[config.mk]
export PLATFORM = sky130hd
export DESIGN_NAME = fifo_burst_reader_flat
export DESIGN_NICKNAME = d
export VERILOG_FILES = /design/src/rtl/fifo_pkg.sv /design/src/rtl/fifo_burst_reader_if.sv /design/src/rtl/fifo_out_buf.sv /design/src/rtl/fifo_burst_reader.sv /design/src/flat_wrapper.sv
export SDC_FILE = /design/constraint.sdc
export NUM_CORES = 1
export LEC_CHECK = 0
export ABC_AREA = 1
export CAP_MARGIN = 20
export CORE_MARGIN = 5
export CORE_UTILIZATION = 30
export DETAILED_ROUTE_END_ITERATION = 10
export PLACE_DENSITY_LB_ADDON = 0.3
export SYNTH_ARGS = -nofsm -noshare
export SYNTH_HDL_FRONTEND = slang
export SYNTH_HIERARCHICAL = 1
export SYNTH_SLANG_ARGS = --single-unit
export TNS_END_PERCENT = 50
[constraint.sdc]
create_clock -name clk -period 2.5 [get_ports clk]
set_clock_uncertainty 0.2 [all_clocks]
set_input_delay 0.5 -clock clk [delete_from_list [all_inputs] [get_ports clk]]
set_output_delay 0.5 -clock clk [all_outputs]
set_load 0.01 [all_outputs]
[src/rtl/fifo_pkg.sv]
// Shared types for the FIFO burst reader: FSM state encoding and default widths.
package fifo_pkg;

    typedef enum logic [1:0] {
        ST_IDLE  = 2'd0,
        ST_READ  = 2'd1,
        ST_DRAIN = 2'd2,
        ST_DONE  = 2'd3
    } state_t;

    localparam int DEFAULT_WIDTH = 8;
    localparam int DEFAULT_LEN_W = 8;
    localparam int DEFAULT_DEPTH = 4;

    // Occupancy counters need one extra bit so that "full" is representable.
    function automatic int cnt_width(input int depth);
        return $clog2(depth) + 1;
    endfunction

endpackage

[src/rtl/fifo_burst_reader_if.sv]
// FIFO read port plus downstream valid/ready stream, bundled for the burst reader.
interface fifo_burst_reader_if
    import fifo_pkg::*;
#(
    parameter int WIDTH = DEFAULT_WIDTH
);

    logic             fifo_empty;
    logic             fifo_rd_en;
    logic [WIDTH-1:0] fifo_rdata;

    logic             m_valid;
    logic             m_ready;
    logic [WIDTH-1:0] m_data;
    logic             m_last;

    // master: the reader engine; slave: the FIFO and downstream consumer side.
    modport master (
        input  fifo_empty, fifo_rdata, m_ready,
        output fifo_rd_en, m_valid, m_data, m_last
    );

    modport slave (
        output fifo_empty, fifo_rdata, m_ready,
        input  fifo_rd_en, m_valid, m_data, m_last
    );

endinterface

[src/rtl/fifo_out_buf.sv]
// Small circular buffer of {last, data} entries between the FIFO read port and the stream.
module fifo_out_buf
    import fifo_pkg::*;
#(
    parameter int WIDTH = DEFAULT_WIDTH,
    parameter int DEPTH = DEFAULT_DEPTH
) (
    input  logic               clk,
    input  logic               res,
    input  logic               push,
    input  logic [WIDTH-1:0]   push_data,
    input  logic               push_last,
    input  logic               pop,
    input  logic               mark_tail,
    output logic [$clog2(DEPTH):0] count,
    output logic [WIDTH-1:0]   head_data,
    output logic               head_last
);

    localparam int PTR_W = $clog2(DEPTH);
    localparam int CNT_W = cnt_width(DEPTH);

    logic [WIDTH-1:0] mem [DEPTH];
    logic [DEPTH-1:0] last_reg;
    logic [PTR_W-1:0] wr_ptr_reg;
    logic [PTR_W-1:0] rd_ptr_reg;
    logic [PTR_W-1:0] tail_ptr;
    logic [CNT_W-1:0] count_reg;
    logic [DEPTH-1:0] wr_hit;
    logic [DEPTH-1:0] mark_hit;

    assign tail_ptr = wr_ptr_reg - 1'b1;

    generate
        for (genvar gi = 0; gi < DEPTH; gi++) begin : g_hit
            assign wr_hit[gi]   = push && (wr_ptr_reg == PTR_W'(gi));
            assign mark_hit[gi] = mark_tail && (count_reg != '0) && (tail_ptr == PTR_W'(gi));
        end
    endgenerate

    // Payload storage carries no reset so it can map onto distributed memory.
    always_ff @(posedge clk) begin
        if (push) begin
            mem[wr_ptr_reg] <= push_data;
        end
    end

    // Last flags live in flops: an early stop may retag the newest entry after it was written.
    always_ff @(posedge clk or negedge res) begin
        if (!res) begin
            last_reg <= '0;
        end else begin
            for (int i = 0; i < DEPTH; i++) begin
                if (wr_hit[i]) begin
                    last_reg[i] <= push_last;
                end else if (mark_hit[i]) begin
                    last_reg[i] <= 1'b1;
                end
            end
        end
    end

    always_ff @(posedge clk or negedge res) begin
        if (!res) begin
            wr_ptr_reg <= '0;
            rd_ptr_reg <= '0;
            count_reg  <= '0;
        end else begin
            if (push) begin
                wr_ptr_reg <= wr_ptr_reg + 1'b1;
            end
            if (pop) begin
                rd_ptr_reg <= rd_ptr_reg + 1'b1;
            end
            case ({push, pop})
                2'b10:   count_reg <= count_reg + 1'b1;
                2'b01:   count_reg <= count_reg - 1'b1;
                default: count_reg <= count_reg;
            endcase
        end
    end

    assign count     = count_reg;
    assign head_data = mem[rd_ptr_reg];
    assign head_last = last_reg[rd_ptr_reg];

endmodule

[src/rtl/fifo_burst_reader.sv]
// Pulls a fixed-length burst out of a FIFO without underflow and streams it out on valid/ready.
module fifo_burst_reader
    import fifo_pkg::*;
#(
    parameter int WIDTH     = DEFAULT_WIDTH,
    parameter int LEN_W     = DEFAULT_LEN_W,
    parameter int OUT_DEPTH = DEFAULT_DEPTH
) (
    input  logic             clk,
    input  logic             res,
    input  logic             start,
    input  logic [LEN_W-1:0] burst_len,
    input  logic             abort,
    output logic             busy,
    output logic             done,
    output logic [LEN_W-1:0] rd_count,
    fifo_burst_reader_if.master bus
);

    localparam int CNT_W = cnt_width(OUT_DEPTH);

    state_t           state_reg;
    logic [LEN_W-1:0] len_reg;
    logic [LEN_W-1:0] rd_count_reg;
    logic             inflight_reg;
    logic             inflight_last_reg;

    logic [CNT_W-1:0] buf_cnt;
    logic [WIDTH-1:0] head_data;
    logic             head_last;

    logic             rd_en;
    logic             room;
    logic             abort_now;
    logic             buf_valid;
    logic             pop;
    logic             push_last;
    logic             mark_tail;

    // Words already requested from the FIFO count against buffer space too.
    assign room      = (buf_cnt + {{(CNT_W-1){1'b0}}, inflight_reg}) < CNT_W'(OUT_DEPTH);
    assign abort_now = (state_reg == ST_READ) && abort;
    assign rd_en     = (state_reg == ST_READ) && !bus.fifo_empty &&
                       (rd_count_reg < len_reg) && room && !abort;

    assign buf_valid = (buf_cnt != '0);
    assign pop       = buf_valid && bus.m_ready;

    // An early stop makes the most recently issued word the final one: tag it in flight,
    // or retag the newest buffered entry if it has already landed.
    assign push_last = inflight_last_reg || (abort_now && inflight_reg);
    assign mark_tail = abort_now && !inflight_reg;

    fifo_out_buf #(
        .WIDTH (WIDTH),
        .DEPTH (OUT_DEPTH)
    ) u_out_buf (
        .clk       (clk),
        .res       (res),
        .push      (inflight_reg),
        .push_data (bus.fifo_rdata),
        .push_last (push_last),
        .pop       (pop),
        .mark_tail (mark_tail),
        .count     (buf_cnt),
        .head_data (head_data),
        .head_last (head_last)
    );

    always_ff @(posedge clk or negedge res) begin
        if (!res) begin
            state_reg         <= ST_IDLE;
            len_reg           <= '0;
            rd_count_reg      <= '0;
            inflight_reg      <= 1'b0;
            inflight_last_reg <= 1'b0;
        end else begin
            inflight_reg      <= rd_en;
            inflight_last_reg <= rd_en && (rd_count_reg == len_reg - 1'b1);
            if (rd_en) begin
                rd_count_reg <= rd_count_reg + 1'b1;
            end

            case (state_reg)
                ST_IDLE: begin
                    if (start) begin
                        rd_count_reg <= '0;
                        if (burst_len != '0) begin
                            len_reg   <= burst_len;
                            state_reg <= ST_READ;
                        end else begin
                            state_reg <= ST_DONE;
                        end
                    end
                end
                ST_READ: begin
                    if (abort || (rd_count_reg == len_reg)) begin
                        state_reg <= ST_DRAIN;
                    end
                end
                ST_DRAIN: begin
                    if (!inflight_reg && (buf_cnt == '0)) begin
                        state_reg <= ST_DONE;
                    end
                end
                ST_DONE: begin
                    state_reg <= ST_IDLE;
                end
                default: begin
                    state_reg <= ST_IDLE;
                end
            endcase
        end
    end

    assign busy     = (state_reg != ST_IDLE);
    assign done     = (state_reg == ST_DONE);
    assign rd_count = rd_count_reg;

    // Data and last are forced low whenever nothing is valid, including straight out of reset.
    assign bus.fifo_rd_en = rd_en;
    assign bus.m_valid    = buf_valid;
    assign bus.m_data     = buf_valid ? head_data : '0;
    assign bus.m_last     = buf_valid && head_last;

endmodule

[src/flat_wrapper.sv]
// flat-port wrapper written by rule: the top's interface ports become plain ports
module fifo_burst_reader_flat import fifo_pkg::*;
#(
    parameter int WIDTH     = DEFAULT_WIDTH,
    parameter int LEN_W     = DEFAULT_LEN_W,
    parameter int OUT_DEPTH = DEFAULT_DEPTH
)
  (clk, res, start, burst_len, abort, busy, done, rd_count, bus_fifo_empty, bus_fifo_rdata, bus_m_ready, bus_fifo_rd_en, bus_m_valid, bus_m_data, bus_m_last);
  fifo_burst_reader_if #(.WIDTH(WIDTH)) bus_i ();
  input  logic clk;
  input  logic res;
  input  logic start;
  input  logic [LEN_W-1:0] burst_len;
  input  logic abort;
  output logic busy;
  output logic done;
  output logic [LEN_W-1:0] rd_count;
  input wire logic [$bits(bus_i.fifo_empty)-1:0] bus_fifo_empty;
  input wire logic [$bits(bus_i.fifo_rdata)-1:0] bus_fifo_rdata;
  input wire logic [$bits(bus_i.m_ready)-1:0] bus_m_ready;
  output wire logic [$bits(bus_i.fifo_rd_en)-1:0] bus_fifo_rd_en;
  output wire logic [$bits(bus_i.m_valid)-1:0] bus_m_valid;
  output wire logic [$bits(bus_i.m_data)-1:0] bus_m_data;
  output wire logic [$bits(bus_i.m_last)-1:0] bus_m_last;
  assign bus_i.fifo_empty = bus_fifo_empty;
  assign bus_i.fifo_rdata = bus_fifo_rdata;
  assign bus_i.m_ready = bus_m_ready;
  assign bus_fifo_rd_en = bus_i.fifo_rd_en;
  assign bus_m_valid = bus_i.m_valid;
  assign bus_m_data = bus_i.m_data;
  assign bus_m_last = bus_i.m_last;
  fifo_burst_reader #(.WIDTH(WIDTH), .LEN_W(LEN_W), .OUT_DEPTH(OUT_DEPTH)) u_core (.clk(clk), .res(res), .start(start), .burst_len(burst_len), .abort(abort), .busy(busy), .done(done), .rd_count(rd_count), .bus(bus_i));
endmodule
After elaboration in Yosys (flattened, before gate mapping)
Memories as Yosys holds them, arrays and structs flattened.
Index checks and enable logic that the tools add are counted.
{"block": "classes", "reduce_logical": 39, "addsub": 8, "n_eq_ne": 16, "n_mux": 22, "n_lt_le_gt_ge": 3}
{"op": "8-bit 2-to-1 mux", "n": 4}
{"op": "1-bit logical AND", "n": 20}
{"op": "8-bit equality test", "n": 2}
{"op": "2-bit equality test (second input constant)", "n": 7}
{"op": "2-bit nonzero test", "n": 6}
{"op": "1-bit 2-to-1 mux", "n": 11}
{"op": "8-bit by 1-bit adder with 8-bit output (second input constant)", "n": 1}
{"op": "2-bit by 1-bit equality test with 1-bit output (second input constant)", "n": 4}
{"op": "8-bit less-than comparator", "n": 1}
{"op": "2-bit 2-to-1 mux", "n": 4}
{"op": "2-bit case mux with 4 select lines", "n": 1}
{"op": "8-bit nonzero test", "n": 1}
{"op": "8-bit by 1-bit subtractor with 8-bit output (second input constant)", "n": 1}
{"op": "2-bit zero test", "n": 3}
{"op": "3-bit case mux with 2 select lines", "n": 1}
{"op": "3-bit AND reduction", "n": 2}
{"op": "2-bit by 1-bit adder with 2-bit output (second input constant)", "n": 2}
{"op": "2-bit inequality test (second input constant)", "n": 2}
{"op": "3-bit by 1-bit adder with 3-bit output", "n": 1}
{"op": "3-bit by 1-bit adder with 3-bit output (second input constant)", "n": 1}
{"op": "1-bit zero test", "n": 3}
{"op": "3-bit zero test", "n": 1}
{"op": "2-bit by 3-bit less-than comparator with 1-bit output (second input constant)", "n": 1}
{"op": "3-bit less-than comparator (second input constant)", "n": 1}
{"op": "6 further kinds", "n": 7}
{"block": "word_totals", "register_bits": 31, "mem_count": 1, "ramBits": 32, "inputBits": 22, "wordCells": 101}
{"memory": "u_core.u_out_buf.mem", "depth": 4, "width": 8, "rd": 1, "rd_clocked_by_memory_dff": 0, "write_ports": 1, "line": "fifo_out_buf.sv:23", "text": "logic [WIDTH-1:0] mem [DEPTH];"}

Depth between registers and ports, before layout
Gate-level depths: netlist of the first run.
{"block": "depth", "word_depth": 8, "depth_mapped": 11, "mapped_depth_nobuf": 11}

By module
Netlist of the first run, hierarchy kept.
{"mod": "fifo_out_buf", "cells_per_inst": 149, "seq_area_each_um2": 1236.2, "area_per_inst_um2": 1798.0, "n_inst": 1}
{"mod": "fifo_burst_reader", "cells_per_inst": 268, "seq_area_each_um2": 500.5, "area_per_inst_um2": 1742.9, "n_inst": 1}

Worst setup path after synthesis of the first run
Ideal clock, no wire load.
{"block": "synth_timing", "path_type": "register to register", "start": "reg u_core.u_out_buf.count_reg[0], in the netlist u_core/u_out_buf/count[0]", "end": "reg u_core.u_out_buf.count_reg[2], in the netlist u_core/u_out_buf/count[2]", "t_arrival_ps": 1912, "synth_period_minus_slack_ps": 2235, "path_stages_with_launch": 11, "path_slack_ps": 265, "cell_sequence": "dfrtp_1 nor2_1 nand2_1 clkinv_1 nor2_1 ha_1 inv_1 fa_1 nand2_1 nand3_1 xor2_1"}
{"block": "synth_via", "elab_chain_cells": 4, "elab_cells_between_ends": 8}
{"item": "start: declaration", "line": "fifo_out_buf.sv:28", "text": "logic [CNT_W-1:0] count_reg;"}
{"item": "start signal: assignment", "line": "fifo_out_buf.sv:76", "text": "2'b10: count_reg <= count_reg + 1'b1;"}
{"item": "start signal: assignment", "line": "fifo_out_buf.sv:77", "text": "2'b01: count_reg <= count_reg - 1'b1;"}
{"item": "start signal: assignment", "line": "fifo_out_buf.sv:78", "text": "default: count_reg <= count_reg;"}
{"item": "3-bit nonzero test *", "line": "fifo_burst_reader.sv:46", "text": "assign buf_valid = (buf_cnt != '0);"}
{"item": "via bus_m_valid", "line": "flat_wrapper.sv:22", "text": "output wire logic [$bits(bus_i.m_valid)-1:0] bus_m_valid;"}
{"item": "1-bit logical AND *", "line": "fifo_burst_reader.sv:47", "text": "assign pop = buf_valid && bus.m_ready;"}
{"item": "via u_core.pop", "line": "fifo_burst_reader.sv:36", "text": "logic pop;"}
{"item": "2-bit by 1-bit equality test with 1-bit output / 2-bit equality test (equally long branches)", "line": "fifo_out_buf.sv:75", "text": "case ({push, pop})"}
{"item": "3-bit case mux with 2 select lines / 2-bit nonzero test (equally long branches)"}
The timed path passes the listed nets; every way through them passes the cells marked *.
A chain may end at the register's enable or synchronous reset.

Final worst setup path of the first run
{"block": "layout_timing", "start": "reg u_core.len_reg[6]", "end": "out bus_fifo_rd_en"}
{"block": "layout_via", "elab_chain_cells": 4}
{"item": "start: declaration", "line": "fifo_burst_reader.sv:23", "text": "logic [LEN_W-1:0] len_reg;"}
{"item": "start signal: assignment", "line": "fifo_burst_reader.sv:89", "text": "len_reg <= burst_len;"}
{"item": "8-bit less-than comparator", "line": "fifo_burst_reader.sv:44", "text": "(rd_count_reg < len_reg) && room && !abort;"}
{"item": "1-bit logical AND", "line": "fifo_burst_reader.sv:43", "text": "assign rd_en = (state_reg == ST_READ) && !bus.fifo_empty &&"}
{"item": "1-bit logical AND (2 in a row)", "line": "fifo_burst_reader.sv:44"}
{"item": "end: declaration", "line": "flat_wrapper.sv:21", "text": "output wire logic [$bits(bus_i.fifo_rd_en)-1:0] bus_fifo_rd_en;"}
No other way between the ends.

==> key figures, run 1 <==
Outcome
  – Status: finished clean

Critical path
  – CP max stage cell: dfrtp_1
  – Levels on crit path: 8
  – CP Cell Sequence: inv_1 -> ha_1 -> nand2_2 -> nor2_2 -> inv_1 -> a21oi_2 -> nor2_2 -> clkdlybuf4s15_2
  – R2R Path Start: u_core/u_out_buf/count[0]$_DFFE_PN0P_
  – Crit path max fanout: 2
  – CP peak stage delay: 0.34 ns
  – Reg2Reg Depth: 10
  – CP required: 1.80 ns
  – Critical path arrival: 1.76 ns
  – Crit. End Element: output port
  – Start point of the critical path: u_core/len_reg[6]$_DFFE_PN0P_
  – Buffers & Inverters on Critical Path: 3
  – Crit path max-delay family: buffers and inverters
  – Critical path launch point type: register
  – CP Class: register to output port

Power and ir drop
  – Total power: 5020 uW
  – Leakage: 0.00219 uW
  – Power Density: 1070 nW/um2
  – Peak VDD IR: 0.428 mV

Die
  – Initial core utilization: 30.7%
  – Core outline area: 11,500 um2
  – Die Wd: 119 um
  – Die area: 14,100 um2
  – I/O Pins: 43
  – # rows: 39
  – Die Span Y: 119 um

Finish
  – # diodes: 0
  – NumNets Final: 536
  – Syn-to-layout area delta: 31.9%
  – Flip-flop count of the largest register after layout: 32
  – Flip-flop and latch area: 1740 um2
  – Share of layout cells above drive strength 1: 16.2%
  – Area of the multi-input gates: 1510 um2
  – Filler cells: 1,149

Logic synthesis
  – Synth warnings: 6
  – Number of synthesized flops with an enable pin: 32
  – Synthesized flop and latch total: 63
  – Mapped Cells: 417
  – Seq/Total Area, Yosys: 49.0%
  – Mapped Nets: 459
  – Synth area leader: edfxtp_1
  – Synth cell types: 32
  – Synth top area share: 27.1%
  – Most frequent cell after synthesis: nand2_1
  – Top cells by count, synth: nand2_1 (76), inv_1 (66), nor2_1 (64)
  – Asr flop ratio synth: 49.2%
  – Synth area leaders: edfxtp_1 (27%), dfrtp_1 (22%), nand2_1 (8.1%)
  – Post-synthesis cell area: 3540 um2
  – Top FF cell, synth: edfxtp_1
  – Avg Cell Area, Syn: 8.49 um2

Routing
  – TritonRoute pass-1 iters: 4
  – Drt wl/cell: 12.7 um
  – Drt first-iter violations: 101
  – DRC: 0
  – Final wirelength: 8.15 mm
  – Vias/cell: 4.50
  – Vias after detailed routing: 2,886
  – ANT nets after route: 0

Place
  – Routability cong.: 0.779
  – HPWL Detailed: 5.93 mm
  – Setup WS pre-CTS: -0.223 ns
  – Port bufs: 42

Clock tree
  – Worst-path clk slew: 0.06 ns
  – TritonCTS clock tree: yes
  – Clk Latency, worst-skew pair: 0.33 ns
  – CTS Hold Bufs: 0
  – CTS Root Cell: clkbuf_16
  – H-tree depth: 3
  – Num Clock Sinks: 63
  – Cts bufs inserted: 9
  – Clock buffer depth: 2

Global routing
  – Total gr overflow: 0
  – Vias in the first global route: 2,933
  – GRT Overall Usage: 12.4%
  – First-pass GRT wire length: 14.0 mm
  – Initial antenna violation count: 0
  – Largest net degree at the start of global routing: 32

Timing
  – Setup ws final: 0.0397 ns
  – Final clock period utilization by the worst path: 98.4%
  – Hold slack: 0.326 ns
  – Setup-failing EPs final: 0
  – Max Slew Vio Count: 0
  – Clock period minus worst slack: 2.46 ns
  – Final-report hold violation count: 0
  – Worst rel slew slack: 70.1%
  – Fmax: 0.406 GHz
  – Worst-Margin Slew: 0.448 ns
  – Unrepaired setup endpoints after global routing: true

Hold path
  – HP Class: register to register
  – Hold Startpoint: u_core/len_reg[0]$_DFFE_PN0P_
  – Hold path cells: 2

Job
  – Max-cap violations: 0
[tightest hold or removal path: cells and delay by family (launching register included)]
kind | cells | cell delay [ns]
AO/OA/AOI/OAI | 1 | 0.07
flip-flops | 1 | 0.36
AND/OR/NAND/NOR | 1 | 0.06
[layout make-up]
| type | count | area share, % |
|---|---|---|
| tap | 143 | 3.83 |
| inverter | 72 | 6.03 |
| timing repair buffer | 73 | 14.0 |
| sequential | 63 | 37.2 |
| multi-input combinational | 275 | 32.3 |
| clock inverter | 7 | 1.74 |
| clock buffer | 9 | 4.82 |
[logic make-up after synthesis]
| kind of cell | synth area share [%] |
|---|---|
| compound gates | 7.99 |
| xor+xnor | 2.47 |
| fa+ha+maj | 7.28 |
| buf+inv | 9.01 |
| flops | 49.0 |
| simple gates | 24.2 |
[routing by layer]
| layer | GRT usage (%) | vias to the layer above | wire (um) |
|---|---|---|---|
| met5 | 0 | - | 0 |
| met4 | 3.91 | 0 | 114 |
| met2 | 22.3 | 42 | 4150 |
| li1 | - | 1500 | - |
| met1 | 14.1 | 1337 | 3560 |
| met3 | 3.53 | 7 | 336 |
[path summary, 6_finish.rpt]
kind | end | slack, ns
max reg2reg | u_core/u_out_buf/count[2]$_DFFE_PN0P_ | 0.26
min | u_core/len_reg[0]$_DFFE_PN0P_ | 0.33
max in group asynchronous | u_core/u_out_buf/rd_ptr_reg[1]$_DFFE_PN0P_ | 1.38
min reg2reg | u_core/len_reg[0]$_DFFE_PN0P_ | 0.33
min in group asynchronous | u_core/rd_count[0]$_DFF_PN0_ | 0.37
max | bus_fifo_rd_en | 0.04
[layout by cell type (no fill, tap or decap), drive strengths merged, types with 4 or more instances in the layout]
cell type / n
a21oi: 11
buf: 30
clkbuf: 16
clkdlybuf4s50: 32
clkinv: 5
dfrtp: 31
edfxtp: 32
ha: 19
inv: 72
nand2: 81
nand3: 33
nand4: 4
nor2: 69
o21ai: 31
o22ai: 9
xor2: 8
[report_power, final]
part,leakage (uW),switching [uW],total [uW],internal [uW]
combinational,0.00137,1290,2300,1010
clock,0.000147,481,1260,783
sequential,0.000676,159,1460,1300
[what timing repair did]
action                                  in CTS  in global routing
cloned                                       1                  0
pin swaps                                    2                  2
endpoints found under the setup margin      10                  2
resized for setup                           21                 20
setup buffers                                0                  1
[metrics by stage]
| stage | instances | cell area [um2] | utilization (%) | setup TNS [ns] |
|---|---|---|---|---|
| global route | 642 | 4670 | 40.5 | -0.0673 |
| finish | 642 | 4670 | 40.5 | 0 |
| detailed placement | 624 | 4310 | 37.4 | -0.223 |
| CTS | 641 | 4670 | 40.6 | -0.142 |
| floorplan | 417 | 3540 | - | 0 |
| global placement | 624 | 4310 | 37.4 | -0.187 |
(Power assumes the default switching activity.)
==> inputs of run 2 (changes only) <==
RECOVER_POWER = 50   (was not set)
==> run 2 against run 1 <==
  * Die area is the same
  * Non-clock buffer count is the same
  * Routed wire length is essentially flat
  * Largest cell class unchanged
  * Largest power group unchanged
  * Highest routed layer unchanged
==> key figures, run 2 (synthesized netlist as in run 1, its figures left out) <==
Outcome
  – Status: finished clean

Routing
  – M1 WL: 3.57 mm
  – Met3 wire length: 333 um
  – Vias/cell: 4.50
  – DR WL met2: 4.14 mm
  – Drt first-iter violations: 100
  – Final wirelength: 8.15 mm
  – Vias after detailed routing: 2,887
  – TritonRoute pass-1 iters: 4
  – ANT nets after route: 0
  – DR top layer: met4
  – DRC: 0
  – Drt wl/cell: 12.7 um

Clock tree
  – TritonCTS clock tree: yes
  – CTS Hold Bufs: 0
  – Clk Latency, worst-skew pair: 0.33 ns
  – Num Clock Sinks: 63
  – H-tree depth: 3
  – Worst-path clk slew: 0.06 ns
  – Clock buffer depth: 2
  – CTS Root Cell: clkbuf_16
  – Cts bufs inserted: 9

Die
  – Initial core utilization: 30.7%
  – # rows: 39
  – I/O Pins: 43
  – Die area: 14,100 um2
  – Die Wd: 119 um
  – Die Span Y: 119 um
  – Core outline area: 11,500 um2

Place
  – HPWL Detailed: 5.93 mm
  – Port bufs: 42
  – Setup WS pre-CTS: -0.223 ns
  – Routability cong.: 0.779
  – # placed instances: 624

Global routing
  – Initial antenna violation count: 0
  – Total gr overflow: 0
  – Vias in the first global route: 2,933
  – Largest net degree at the start of global routing: 32
  – GRT Overall Usage: 12.4%
  – First-pass GRT wire length: 14.0 mm

Finish
  – Layout Cells excl Fill: 642
  – Most common cell after layout, fill and taps aside: nand2_1
  – Syn-to-layout area delta: 31.7%
  – Share of layout cells above drive strength 1: 16.0%
  – Flip-flop count of the largest register after layout: 32
  – NumNets Final: 536
  – Most frequent cells in the layout: nand2_1 (75), inv_1 (66), nor2_1 (62)
  – # diodes: 0

Timing
  – Setup ws final: 0.0397 ns
  – Max Slew Vio Count: 0
  – Final clock period utilization by the worst path: 98.4%
  – Hold slack: 0.326 ns
  – Final setup TNS: 0 ns
  – Fmax: 0.406 GHz
  – Clock period minus worst slack: 2.46 ns
  – Worst-Margin Slew: 0.852 ns
  – Unrepaired setup endpoints after global routing: true
  – Setup-failing EPs final: 0
  – Worst rel slew slack: 43.2%
  – Final-report hold violation count: 0

Critical path
  – Crit path max-delay family: buffers and inverters
  – CP Cell Sequence: inv_1 -> ha_1 -> nand2_2 -> nor2_2 -> inv_1 -> a21oi_2 -> nor2_2 -> clkdlybuf4s15_2
  – Buffers & Inverters on Critical Path: 3
  – R2R Path Start: u_core/u_out_buf/count[0]$_DFFE_PN0P_
  – Reg2Reg Depth: 10
  – CP peak stage delay: 0.34 ns
  – CP max stage cell: dfrtp_1
  – Critical path arrival: 1.76 ns
  – R2R Setup Slk: 0.26 ns
  – Critical path launch point type: register
  – CP required: 1.80 ns
  – Crit path max fanout: 2
  – Worst reg2reg endpoint: u_core/u_out_buf/count[2]$_DFFE_PN0P_
  – Crit. End Element: output port
  – CP Class: register to output port

Hold path
  – HP Class: register to register
  – Hold Startpoint: u_core/len_reg[0]$_DFFE_PN0P_
  – Hold path endpoint: u_core/len_reg[0]$_DFFE_PN0P_
  – Hold path cells: 2

Power and ir drop
  – Peak VDD IR: 0.428 mV
  – Power Density: 1070 nW/um2
  – Leakage: 0.00219 uW

Job
  – Max-cap violations: 0
==> run 2: changes by cell type in the layout (fill, tap and decap cells not counted) <==
cell	change
clkdlybuf4s50_1	-9
dlygate4sd3_1	+9
buf_4	-2
clkbuf_1	+1
clkbuf_2	+1
==> run 2: area by class of cell <==
type / count / area, um2
clock inverters: 7 / 81.3
multi-input cells: 275 / 1510
repair buffers: 73 / 648
flip-flops and latches: 63 / 1740
fillers: 1149 / 6850
inverters: 72 / 282
clock buffers: 9 / 225
well taps: 143 / 179
==> run 2: report_power, final <==
part / total, uW / switching, uW / internal, uW
clock: 1260 / 481 / 783
combinational: 2290 / 1290 / 1000
sequential: 1460 / 159 / 1300
total: 5010 / 1930 / 3080
==> run 2: worst reg2reg max path: cells and delay by family, from the launching register on <==
family                     cells  cell delay [ns]
adders and majority gates      2             0.56
xor gates and xnor gates       1             0.15
and+or+nand+nor                5             0.54
DFF                            1             0.44
buffers and inverters          2             0.25
==> run 2: metal layers <==
metal | global-route usage, % | vias to the layer above
met4 | 3.91 | 0
met3 | 3.53 | 7
met1 | 14.1 | 1338
li1 | - | 1500
met5 | 0 | -
met2 | 22.3 | 42
==> run 2: worst max path at each step <==
stage,start,endpoint,cells past startpoint
3_5_place_dp,abort,bus_fifo_rd_en,9
5_1_grt,u_core/len_reg[6]$_DFFE_PN0P_,bus_fifo_rd_en,8
6_report,u_core/len_reg[6]$_DFFE_PN0P_,bus_fifo_rd_en,8
4_1_cts,u_core/u_out_buf/rd_ptr_reg[0]$_DFFE_PN0P_,bus_m_data[5],6
3_3_place_gp,abort,bus_fifo_rd_en,9
2_1_floorplan,u_core/u_out_buf/count[0]$_DFFE_PN0P_,u_core/u_out_buf/count[2]$_DFFE_PN0P_,10
==> run 2: timing repair <==
item,CTS,global route
setup buffers,0,1
gates resized for setup,21,20
pin swaps,2,2
gates cloned,1,0
setup endpoints to repair,10,2
==> run 2: through the flow <==
stage	total power (uW)	util, %	cell area, um2
6_report	5010	40.5	4660
5_1_grt	5460	40.5	4660
4_1_cts	5080	40.6	4670
3_5_place_dp	3750	37.4	4310
3_3_place_gp	3700	37.4	4310
2_1_floorplan	2880	-	3540
==> inputs of run 3 (changes only) <==
MAX_ROUTING_LAYER = met4   (was not set)
==> run 3 against run 2 <==
  * Non-clock buffer count stayed put
  * Hold slack about the same
  * Flip-flop and latch count did not move
  * Maximum frequency about the same
  * Count of clock-buffer cells in the layout stayed put
==> key figures, run 3 (synthesized netlist as in run 1, its figures left out) <==
Outcome
  – Status: finished clean

Critical path
  – Worst reg2reg endpoint: u_core/u_out_buf/count[2]$_DFFE_PN0P_
  – Critical path arrival: 1.76 ns
  – End point of the critical path: bus_fifo_rd_en
  – CP peak stage delay: 0.34 ns
  – CP Cell Sequence: inv_1 -> ha_1 -> nand2_2 -> nor2_2 -> inv_1 -> a21oi_2 -> nor2_2 -> clkdlybuf4s15_2
  – Reg2Reg Depth: 10
  – Crit path max fanout: 2
  – Start point of the critical path: u_core/len_reg[6]$_DFFE_PN0P_
  – R2R Path Start: u_core/u_out_buf/count[0]$_DFFE_PN0P_
  – CP Class: register to output port
  – R2R Setup Slk: 0.25 ns
  – Buffers & Inverters on Critical Path: 3
  – Levels on crit path: 8
  – CP required: 1.80 ns
  – Crit. End Element: output port
  – CP max stage cell: dfrtp_1
  – Crit path max-delay family: buffers and inverters
  – Critical path launch point type: register

Finish
  – Util after Layout: 40.5%
  – # diodes: 0
  – Syn-to-layout area delta: 31.7%
  – Most frequent cells in the layout: nand2_1 (75), inv_1 (66), nor2_1 (62)
  – Filler cells: 1,149
  – Share of layout cells above drive strength 1: 16.0%
  – Most common cell after layout, fill and taps aside: nand2_1
  – Layout Cells excl Fill: 642
  – Design Area, Final: 4660 um2
  – Flip-flop count of the largest register after layout: 32
  – NumNets Final: 536

Power and ir drop
  – Leakage: 0.00219 uW
  – Peak VDD IR: 0.429 mV
  – Total power: 5020 uW
  – Power Density: 1080 nW/um2

Global routing
  – First-pass GRT wire length: 13.9 mm
  – Vias in the first global route: 2,940
  – Initial antenna violation count: 0
  – Total gr overflow: 0
  – GRT Overall Usage: 12.7%
  – Largest net degree at the start of global routing: 32

Timing
  – Setup-failing EPs final: 0
  – Setup ws final: 0.0388 ns
  – Worst-Margin Slew: 0.845 ns
  – Worst rel slew slack: 43.7%
  – Final-report hold violation count: 0
  – Fmax: 0.406 GHz
  – Max Slew Vio Count: 0
  – Clock period minus worst slack: 2.46 ns
  – Unrepaired setup endpoints after global routing: true
  – Final clock period utilization by the worst path: 98.4%

Job
  – Max-cap violations: 0

Place
  – Routability cong.: 0.790
  – Port bufs: 42
  – # placed instances: 624
  – HPWL Detailed: 5.93 mm
  – Setup WS pre-CTS: -0.223 ns
  – Area post-placement: 4310 um2

Clock tree
  – Num Clock Sinks: 63
  – H-tree depth: 3
  – CTS Root Cell: clkbuf_16
  – Clock buffer depth: 2
  – TritonCTS clock tree: yes
  – Clk Latency, worst-skew pair: 0.33 ns
  – Worst-path clk slew: 0.06 ns
  – Cts bufs inserted: 9
  – CTS Hold Bufs: 0

Die
  – I/O Pins: 43
  – Die Wd: 119 um
  – # rows: 39
  – Die area: 14,100 um2
  – Die Span Y: 119 um
  – Initial core utilization: 30.7%
  – Core outline area: 11,500 um2

Routing
  – Vias after detailed routing: 2,906
  – DRC: 0
  – Vias/cell: 4.53
  – ANT nets after route: 0
  – Final wirelength: 8.22 mm
  – Drt first-iter violations: 97
  – Drt wl/cell: 12.8 um
  – TritonRoute pass-1 iters: 4

Hold path
  – HP Class: register to register
[run 3: area by class of cell]
class	count	area, um2	area share, %
flip-flops and latches	63	1740	37.3
multi-input cells	275	1510	32.4
repair buffers	73	648	13.9
inverters	72	282	6.04
clock buffers	9	225	4.83
well taps	143	179	3.84
clock inverters	7	81.3	1.74
[run 3: stage by stage]
step	hold slack, ns	TNS [ns]
2_1_floorplan	0.00441	0
3_3_place_gp	0.314	-0.187
3_5_place_dp	0.321	-0.223
4_1_cts	0.333	-0.142
5_1_grt	0.359	-0.0673
6_report	0.326	0
[run 3: timing repair]
item | in CTS | in global routing
gates cloned | 1 | 0
pin swaps | 2 | 2
endpoints found under the setup margin | 10 | 2
setup buffers | 0 | 1
gates resized for setup | 21 | 20
[run 3: worst reg2reg max path, cell delays in order (launching register included)]
cell and delay [ns]:
dfrtp_1 0.44, nor2_1 0.07, nand2_1 0.11, clkinv_2 0.18, nor2_1 0.19, ha_1 0.18, inv_1 0.07, fa_1 0.38
nand2_1 0.08, nand3_1 0.09, xor2_1 0.15
[run 3: per-layer routing]
metal	up-vias	wire length, um	part of all wire, %	GRT usage (%)
li1	1503	-	-	-
met3	7	342	4.2	3.34
met1	1347	3580	44	14.1
met4	0	113	1.4	3.91
met5	-	0	0	-
met2	49	4180	51	22.3
[run 3: worst min path at each step]
stage	startpoint	endpoint	slack [ns]	cells past startpoint
after global routing	u_core/u_out_buf/wr_ptr_reg[0]$_DFFE_PN0P_	u_core/u_out_buf/wr_ptr_reg[0]$_DFFE_PN0P_	0.36	1
after CTS	u_core/u_out_buf/wr_ptr_reg[0]$_DFFE_PN0P_	u_core/u_out_buf/wr_ptr_reg[0]$_DFFE_PN0P_	0.33	1
after detailed placement	u_core/u_out_buf/wr_ptr_reg[0]$_DFFE_PN0P_	u_core/u_out_buf/wr_ptr_reg[0]$_DFFE_PN0P_	0.32	1
final	u_core/len_reg[0]$_DFFE_PN0P_	u_core/len_reg[0]$_DFFE_PN0P_	0.33	2
after floorplan	res	u_core/inflight_last_reg$_DFF_PN0_	0.004	0
after global placement	u_core/len_reg[0]$_DFFE_PN0P_	u_core/len_reg[0]$_DFFE_PN0P_	0.31	2
[run 3: power by group]
part | total [uW] | leakage, uW | switching, uW | internal [uW]
Combinational | 2300 | 0.00137 | 1300 | 1000
Sequential | 1460 | 0.000676 | 159 | 1300
Clock | 1260 | 0.000147 | 481 | 783
